===== src/rtl/conv_acc_ctrl.sv =====
// Sequencer for the first-layer convolution accumulator: counts TAPS products per
// output pixel, hands each sum to the output stream and flags the end of a frame.
module conv_acc_ctrl #(
  parameter int TAPS    = 9,
  parameter int NUM_OUT = 676,
  parameter int RELU    = 0,
  parameter int CNT_W   = 16
) (
  input  logic        clk,
  input  logic        rst_n,
  input  logic        start,
  input  logic        abort,
  output logic        busy,
  output logic        done,
  input  logic        prod_valid,
  output logic        prod_ready,
  input  logic [31:0] prod_data,
  output logic        acc_en,
  output logic        acc_flush,
  output logic [31:0] acc_data,
  input  logic [31:0] acc_result,
  output logic        out_valid,
  input  logic        out_ready,
  output logic [31:0] out_data,
  output logic        out_last
);

  typedef enum logic [1:0] {
    S_IDLE   = 2'd0,
    S_ACCUM  = 2'd1,
    S_OUTPUT = 2'd2,
    S_DONE   = 2'd3
  } state_e;

  localparam logic [CNT_W-1:0] TAP_LAST = CNT_W'(TAPS - 1);
  localparam logic [CNT_W-1:0] PIX_LAST = CNT_W'(NUM_OUT - 1);

  state_e           state_q, state_d;
  logic [CNT_W-1:0] tap_cnt_q, tap_cnt_d;
  logic [CNT_W-1:0] pix_cnt_q, pix_cnt_d;
  logic             done_q, done_d;
  logic             last_pix;

  always_ff @(posedge clk or negedge rst_n) begin
    if (!rst_n) begin
      state_q   <= S_IDLE;
      tap_cnt_q <= '0;
      pix_cnt_q <= '0;
      done_q    <= 1'b0;
    end else begin
      state_q   <= state_d;
      tap_cnt_q <= tap_cnt_d;
      pix_cnt_q <= pix_cnt_d;
      done_q    <= done_d;
    end
  end

  assign last_pix = (pix_cnt_q == PIX_LAST);

  always_comb begin
    state_d    = state_q;
    tap_cnt_d  = tap_cnt_q;
    pix_cnt_d  = pix_cnt_q;
    done_d     = 1'b0;
    prod_ready = 1'b0;
    out_valid  = 1'b0;
    out_last   = 1'b0;
    case (state_q)
      S_IDLE: begin
        if (start) begin
          state_d   = S_ACCUM;
          tap_cnt_d = '0;
          pix_cnt_d = '0;
        end
      end
      S_ACCUM: begin
        prod_ready = 1'b1;
        if (prod_valid) begin
          if (tap_cnt_q == TAP_LAST) begin
            tap_cnt_d = '0;
            state_d   = S_OUTPUT;
          end else begin
            tap_cnt_d = tap_cnt_q + CNT_W'(1);
          end
        end
      end
      S_OUTPUT: begin
        out_valid = 1'b1;
        out_last  = last_pix;
        if (out_ready) begin
          if (last_pix) begin
            state_d = S_DONE;
            done_d  = 1'b1;
          end else begin
            pix_cnt_d = pix_cnt_q + CNT_W'(1);
            state_d   = S_ACCUM;
          end
        end
      end
      S_DONE: state_d = S_IDLE;
      default: state_d = S_IDLE;
    endcase
    // abort beats every transition, including the one that would raise done
    if (abort) begin
      state_d   = S_IDLE;
      tap_cnt_d = '0;
      pix_cnt_d = '0;
      done_d    = 1'b0;
    end
  end

  assign busy      = (state_q != S_IDLE);
  assign done      = done_q;
  assign acc_flush = prod_ready & prod_valid & (tap_cnt_q == '0);
  assign acc_en    = prod_ready & prod_valid & (tap_cnt_q != '0);
  assign acc_data  = prod_data;
  assign out_data  = ((RELU != 0) && acc_result[31]) ? 32'd0 : acc_result;

endmodule


===== config.mk =====
export PLATFORM = sky130hd
export DESIGN_NAME = conv_acc_ctrl
export DESIGN_NICKNAME = d
export VERILOG_FILES = /design/src/rtl/conv_acc_ctrl.sv
export SDC_FILE = /design/constraint.sdc
export NUM_CORES = 1
export LEC_CHECK = 0
export BUFFER_PORTS_ARGS = -buffer_cell sky130_fd_sc_hd__buf_4
export CAP_MARGIN = 20
export CORE_MARGIN = 4
export CORE_UTILIZATION = 47
export DETAILED_ROUTE_END_ITERATION = 7
export PLACE_DENSITY_LB_ADDON = 0.08
export SETUP_SLACK_MARGIN = 0.2
export SLEW_MARGIN = 20
export SYNTH_ARGS = -nofsm -noshare
export SYNTH_HDL_FRONTEND = slang
export SYNTH_SLANG_ARGS = --single-unit

===== constraint.sdc =====
create_clock -name clk -period 1.8 [get_ports clk]
set_input_delay 0.36 -clock clk [delete_from_list [all_inputs] [get_ports clk]]
set_output_delay 0.36 -clock clk [all_outputs]
set_load 0.005 [all_outputs]

### Word level (Yosys, flattened, before mapping)

Index checks and enable logic that the tools add are counted.

* flip-flop bits (word level): 35
* bits of input ports: 70
* output and inout port bits: 71
* logic and storage cells: 51

* add/subtract/negate cells: 2
* eq/ne operators: 10
* muxes and demuxes: 23
* bitwise gates (word level): 3
* reductions and logical operators: 9

Operators by type and width (number)
* 2-to-1 mux 16 bit: 7
* one-hot mux 16 bit (2 select lines): 2
* adder 16 x 1 -> 16 bit (second input constant): 2
* equality test 16 x 10 -> 1 bit (second input constant): 1
* equality test 16 x 4 -> 1 bit (second input constant): 1
* zero test 16 bit: 1
* nonzero test 16 bit: 1
* != test 3 bit (second input constant): 5
* 2-to-1 mux 2 bit: 6
* one-hot mux 2 bit (4 select lines): 1
* AND reduction 4 bit: 2
* 2-to-1 mux 1 bit: 7
* nonzero test 3 bit: 2
* equality test 2 bit (second input constant): 2
* bitwise AND 1 bit: 3
* AND reduction 3 bit: 1
* equality test 2 x 1 -> 1 bit (second input constant): 1
* zero test 2 bit: 1
* nonzero test 2 bit: 1

### Depth between registers and ports, before layout

* depth after elaboration: 5
* gate-level depth with buffers: 7
* gate-level depth less buffers: 6

### Worst setup path after synthesis

No wires, ideal clock.

* kind: flip-flop to output port
* from: register pix_cnt_q[0]
* to: output port out_last
* data arrival time: 1376 ps
* data required time: 1440 ps
* slack: 64 ps
* cell stages (with the launch flop): 6
* buffers on the path: 1
* path through: dfrtp_1 ha_1 and4bb_2 nand4_2 clkbuf_1 nor2_1

* cells in the longest elaborated chain, start to end: 2

Ends and longest elaborated chain
* from (decl): RTL line 40 `logic [CNT_W-1:0] pix_cnt_q, pix_cnt_d;`
* from (signal assigned): RTL line 53 `pix_cnt_q <= pix_cnt_d;`
* equality test 16 x 10 -> 1 bit: RTL line 58 `assign last_pix = (pix_cnt_q == PIX_LAST);`
* 2-to-1 mux 1 bit: RTL line 68 `case (state_q)`
* to (decl): RTL line 25 `output logic out_last`

Every way passes these cells.

### Worst setup path after layout

* from: register tap_cnt_q[0]
* to: output port acc_en

* cells in the longest elaborated chain, start to end: 2

Ends and longest elaborated chain
* from (decl): RTL line 39 `logic [CNT_W-1:0] tap_cnt_q, tap_cnt_d;`
* from (signal assigned): RTL line 52 `tap_cnt_q <= tap_cnt_d;`
* nonzero test 16 bit: RTL line 115 `assign acc_en = prod_ready & prod_valid & (tap_cnt_q != '0);`
* bitwise AND 1 bit: RTL line 115
* to (decl): RTL line 18 `output logic acc_en,`

Every way passes these cells.

==> Implementation_results.wiki <==
{| class="wikitable"
! Metric !! Value
|-
| Result of the run || complete, but fails checks
|-
| Violated checks || negative setup slack
|-
| Launch point of the critical path || tap_cnt_q[0]
|-
| Net count reported at finish || 372
|-
| Minimum period implied by the final worst setup slack || 1.92 ns
|-
| Number of nets in the synthesized netlist || 391
|-
| Slack of the worst reg-to-reg path || -0.07 ns
|-
| Placed Instance Area || 2630 um2
|-
| Drt pass-1 iters || 4
|-
| Initial core utilization || 49.8%
|-
| Source-to-sink clock delay at the later pin of the worst-skew pair || 0.29 ns
|-
| Fin Clk Skew || 0.00742 ns
|-
| Number of diodes added for antenna fixing || 0
|-
| Number of I/O port buffers || 12
|-
| Final non-filler cell area || 3130 um2
|-
| Layout cells sized above 1 || 38.0%
|-
| Remaining global-route overflow || 0
|-
| Number of standard-cell rows in the floorplan || 27
|-
| Worst IR drop on VDD || 0.552 mV
|-
| Post-route DRC || 0
|-
| Termination of the worst setup path || acc_en
|-
| Routed via count divided by cell count || 5.97
|-
| Worst Setup Start Kind || flip-flop
|-
| P_sw || 0.000444 W
|-
| Layout Area Growth over Synthesis || 11.3%
|-
| Total Neg Setup Slack || -0.454 ns
|-
| Number of failing hold endpoints at the final stage || 0
|-
| Die Span X || 85.3 um
|-
| Number of DRC markers after the initial detailed-route iteration || 126
|-
| Per-instance average area after synthesis || 8.84 um2
|-
| Full die area || 7280 um2
|-
| Clock power frac || 37.1%
|-
| Number of instances in the synthesized netlist || 318
|-
| Vias in the first global route || 2195
|-
| Maxcap violations || 0
|-
| Crit. End Element || output pin
|-
| Worst hold-check path type || in2async
|-
| Top cells by instance count after synthesis || sky130_fd_sc_hd__buf_4, sky130_fd_sc_hd__dfrtp_1, sky130_fd_sc_hd__a31oi_1
|-
| Top-level port count || 141
|-
| Largest cells by area after synthesis || sky130_fd_sc_hd__dfrtp_1, sky130_fd_sc_hd__buf_4, sky130_fd_sc_hd__a31oi_1
|-
| Relative slew slack || 68.6%
|-
| Highest attainable clock frequency || 0.522 GHz
|-
| Number of sinks on the clock net || 35
|-
| Flip-flop cell with the highest count after synthesis || sky130_fd_sc_hd__dfrtp_1
|-
| Arrival time worst endpoint || 1.56 ns
|-
| Hold-fix buffers at CTS || 0
|-
| Clock transition at the registers of the reported paths || 0.07 ns
|-
| Overall Global Routing Usage || 19.2%
|-
| Post-route worst setup slack || -0.115 ns
|-
| Clock buffers created by TritonCTS || 5
|-
| H-tree lvl count || 2
|-
| Number of distinct standard cells referenced by the synthesized netlist || 56
|-
| Finished Core Util || 55.5%
|-
| Maximum fanout along the worst path || 2
|-
| CTS Root Cell || sky130_fd_sc_hd__clkbuf_8
|-
| Most area-hungry cell type in the Yosys netlist || sky130_fd_sc_hd__dfrtp_1
|-
| Internal power || 0.00128 W
|-
| Core region area || 5640 um2
|-
| Top cell type's share of synthesized area || 31.2%
|-
| EDFF count, synth || 0
|-
| Max Transition Viols Final || 0
|-
| Maximum number of pins on one net before global-route repair || 36
|-
| Antenna violation net count after detailed routing || 0
|-
| First-pass GRT wire length || 11.2 mm
|-
| Routability Congestion || 0.798
|-
| Routed length per instance || 18.4 um
|-
| Number of antenna violations at the first check in global routing || 0
|-
| Power per cell area || 552 nW/um2
|-
| Type of the worst setup path || reg2out
|-
| Max Root-Sink Buffers || 2
|-
| Data required time at the worst endpoint || 1.44 ns
|-
| Net Sw Frac || 25.7%
|-
| Detail Placement HPWL || 4.47 mm
|-
| Tightest Pin Transition || 0.471 ns
|-
| Worst reg2reg path endpoint || tap_cnt_q[2]
|-
| Fraction of the cycle the final worst path needs || 106%
|-
| Synthesized flop and latch total || 35
|-
| Number of failing setup endpoints in the final timing report || 9
|-
| TritonCTS clock tree || yes
|-
| Yosys synthesis warning count || 0
|-
| Die height || 85.3 um
|-
| Area of the mapped netlist || 2810 um2
|-
| Count of filler cells inserted in the layout || 507
|-
| Setup repair after global routing missed its margin || true
|-
| Sequential cell fraction of total power || 46.3%
|-
| Cell depth of the worst flop-to-flop path || 9
|-
| Part of the total power dissipated in combinational logic || 16.6%
|-
| Post-synthesis async set-or-reset flop share || 100%
|-
| Startpoint of the worst-slack reg-to-reg timing path || tap_cnt_q[0]
|-
| Lkg Pwr || 1.19 nW
|-
| Post-synthesis sequential area ratio || 31.2%
|-
| Cell with the most instances after synthesis || sky130_fd_sc_hd__buf_4
|-
| Vias || 2221
|-
| Total wirelength of the detailed-routed design || 6.83 mm
|}
-- layer usage --
| metal | GRT usage, % | part of all wire, % | wire [um] |
|---|---|---|---|
| met2 | 28.5 | 45 | 3070 |
| met3 | 3.11 | 6.0 | 412 |
| met4 | 10.2 | 3.3 | 225 |
| met5 | 0 | 0 | 0 |
| met1 | 26.6 | 46 | 3120 |
-- worst min path at each step --
stage          startpoint            end  cells after the start
4_1_cts             rst_n  tap_cnt_q[13]                      1
3_3_place_gp        rst_n  tap_cnt_q[14]                      1
3_5_place_dp        rst_n  tap_cnt_q[14]                      1
5_1_grt             rst_n   pix_cnt_q[7]                      1
2_1_floorplan       rst_n           done                      0
6_report            rst_n  tap_cnt_q[13]                      1
-- critical path, cell delays in order (launching register included) --
cell and delay [ns]:
sky130_fd_sc_hd__dfrtp_1 0.39, sky130_fd_sc_hd__inv_2 0.08, sky130_fd_sc_hd__ha_4 0.13, sky130_fd_sc_hd__nor4b_4 0.21, sky130_fd_sc_hd__nand4_1 0.16, sky130_fd_sc_hd__nor2_1 0.11
sky130_fd_sc_hd__nor2_1 0.05, sky130_fd_sc_hd__buf_4 0.13
-- cell families (layout without fill, tap and decap cells) --
kind of cell / count (synthesis) / count (layout) / share of synthesized area (%)
fa+ha+maj: 3 / 3 / 1.34
simple gates: 107 / 107 / 24.9
flops: 35 / 35 / 31.2
mux: 3 / 3 / 1.25
compound gates: 74 / 74 / 17.4
buf+inv: 96 / 78 / 24.0
-- state kept, by name, indices dropped and copies added, names as in the netlist --
name,count
done,1
tap_cnt_q,16
state_q,2
pix_cnt_q,16
-- per-stage QoR --
stage               total power (W)  worst slack [ns]  hold WS, ns  cells
floorplan                   0.00105             0.193       0.0644    318
global placement            0.00101             0.136        0.352    352
detailed placement          0.00101            0.0874        0.356    352
CTS                         0.00173            -0.134       0.0422    371
global route                0.00181            -0.211       0.0565    372
finish                      0.00173            -0.115       0.0210    372
-- what timing repair did --
action | 4_1_cts | 5_1_grt
endpoints found under the setup margin | 29 | 36
buffers inserted | 9 | 1
pin swaps | 24 | 5
gates resized for setup | 34 | 22
cloned | 2 | 0
-- layout by cell type, fill, tap and decap left out, types with 7 or more instances in the layout --
cell                        n
sky130_fd_sc_hd__nand4_1   12
sky130_fd_sc_hd__buf_6      8
sky130_fd_sc_hd__inv_1     15
sky130_fd_sc_hd__nand3_1    9
sky130_fd_sc_hd__a31oi_1   17
sky130_fd_sc_hd__buf_4     40
sky130_fd_sc_hd__nand2_1   17
sky130_fd_sc_hd__a21oi_1   11
sky130_fd_sc_hd__clkbuf_8   7
sky130_fd_sc_hd__and4_1     7
sky130_fd_sc_hd__nor2_1     8
sky130_fd_sc_hd__dfrtp_1   32
-- power groups by stage --
stage                     registers [W]  logic (W)  clock network [W]
after floorplan                0.000813   0.000241                  0
after global placement         0.000814   0.000200                  0
after detailed placement       0.000814   0.000200                  0
after CTS                      0.000799   0.000269           0.000663
after global routing           0.000801   0.000311           0.000697
final                          0.000800   0.000286           0.000642
-- layout make-up --
cell class              count  area (um2)  area share, %
well taps                  72        90.1           2.88
flip-flops and latches     35         880           28.1
clock buffers               8         100           3.20
inverters                  18        67.6           2.16
repair buffers             52         480           15.3
multi-input cells         187        1510           48.3
Power figures use the tool's default switching activity.
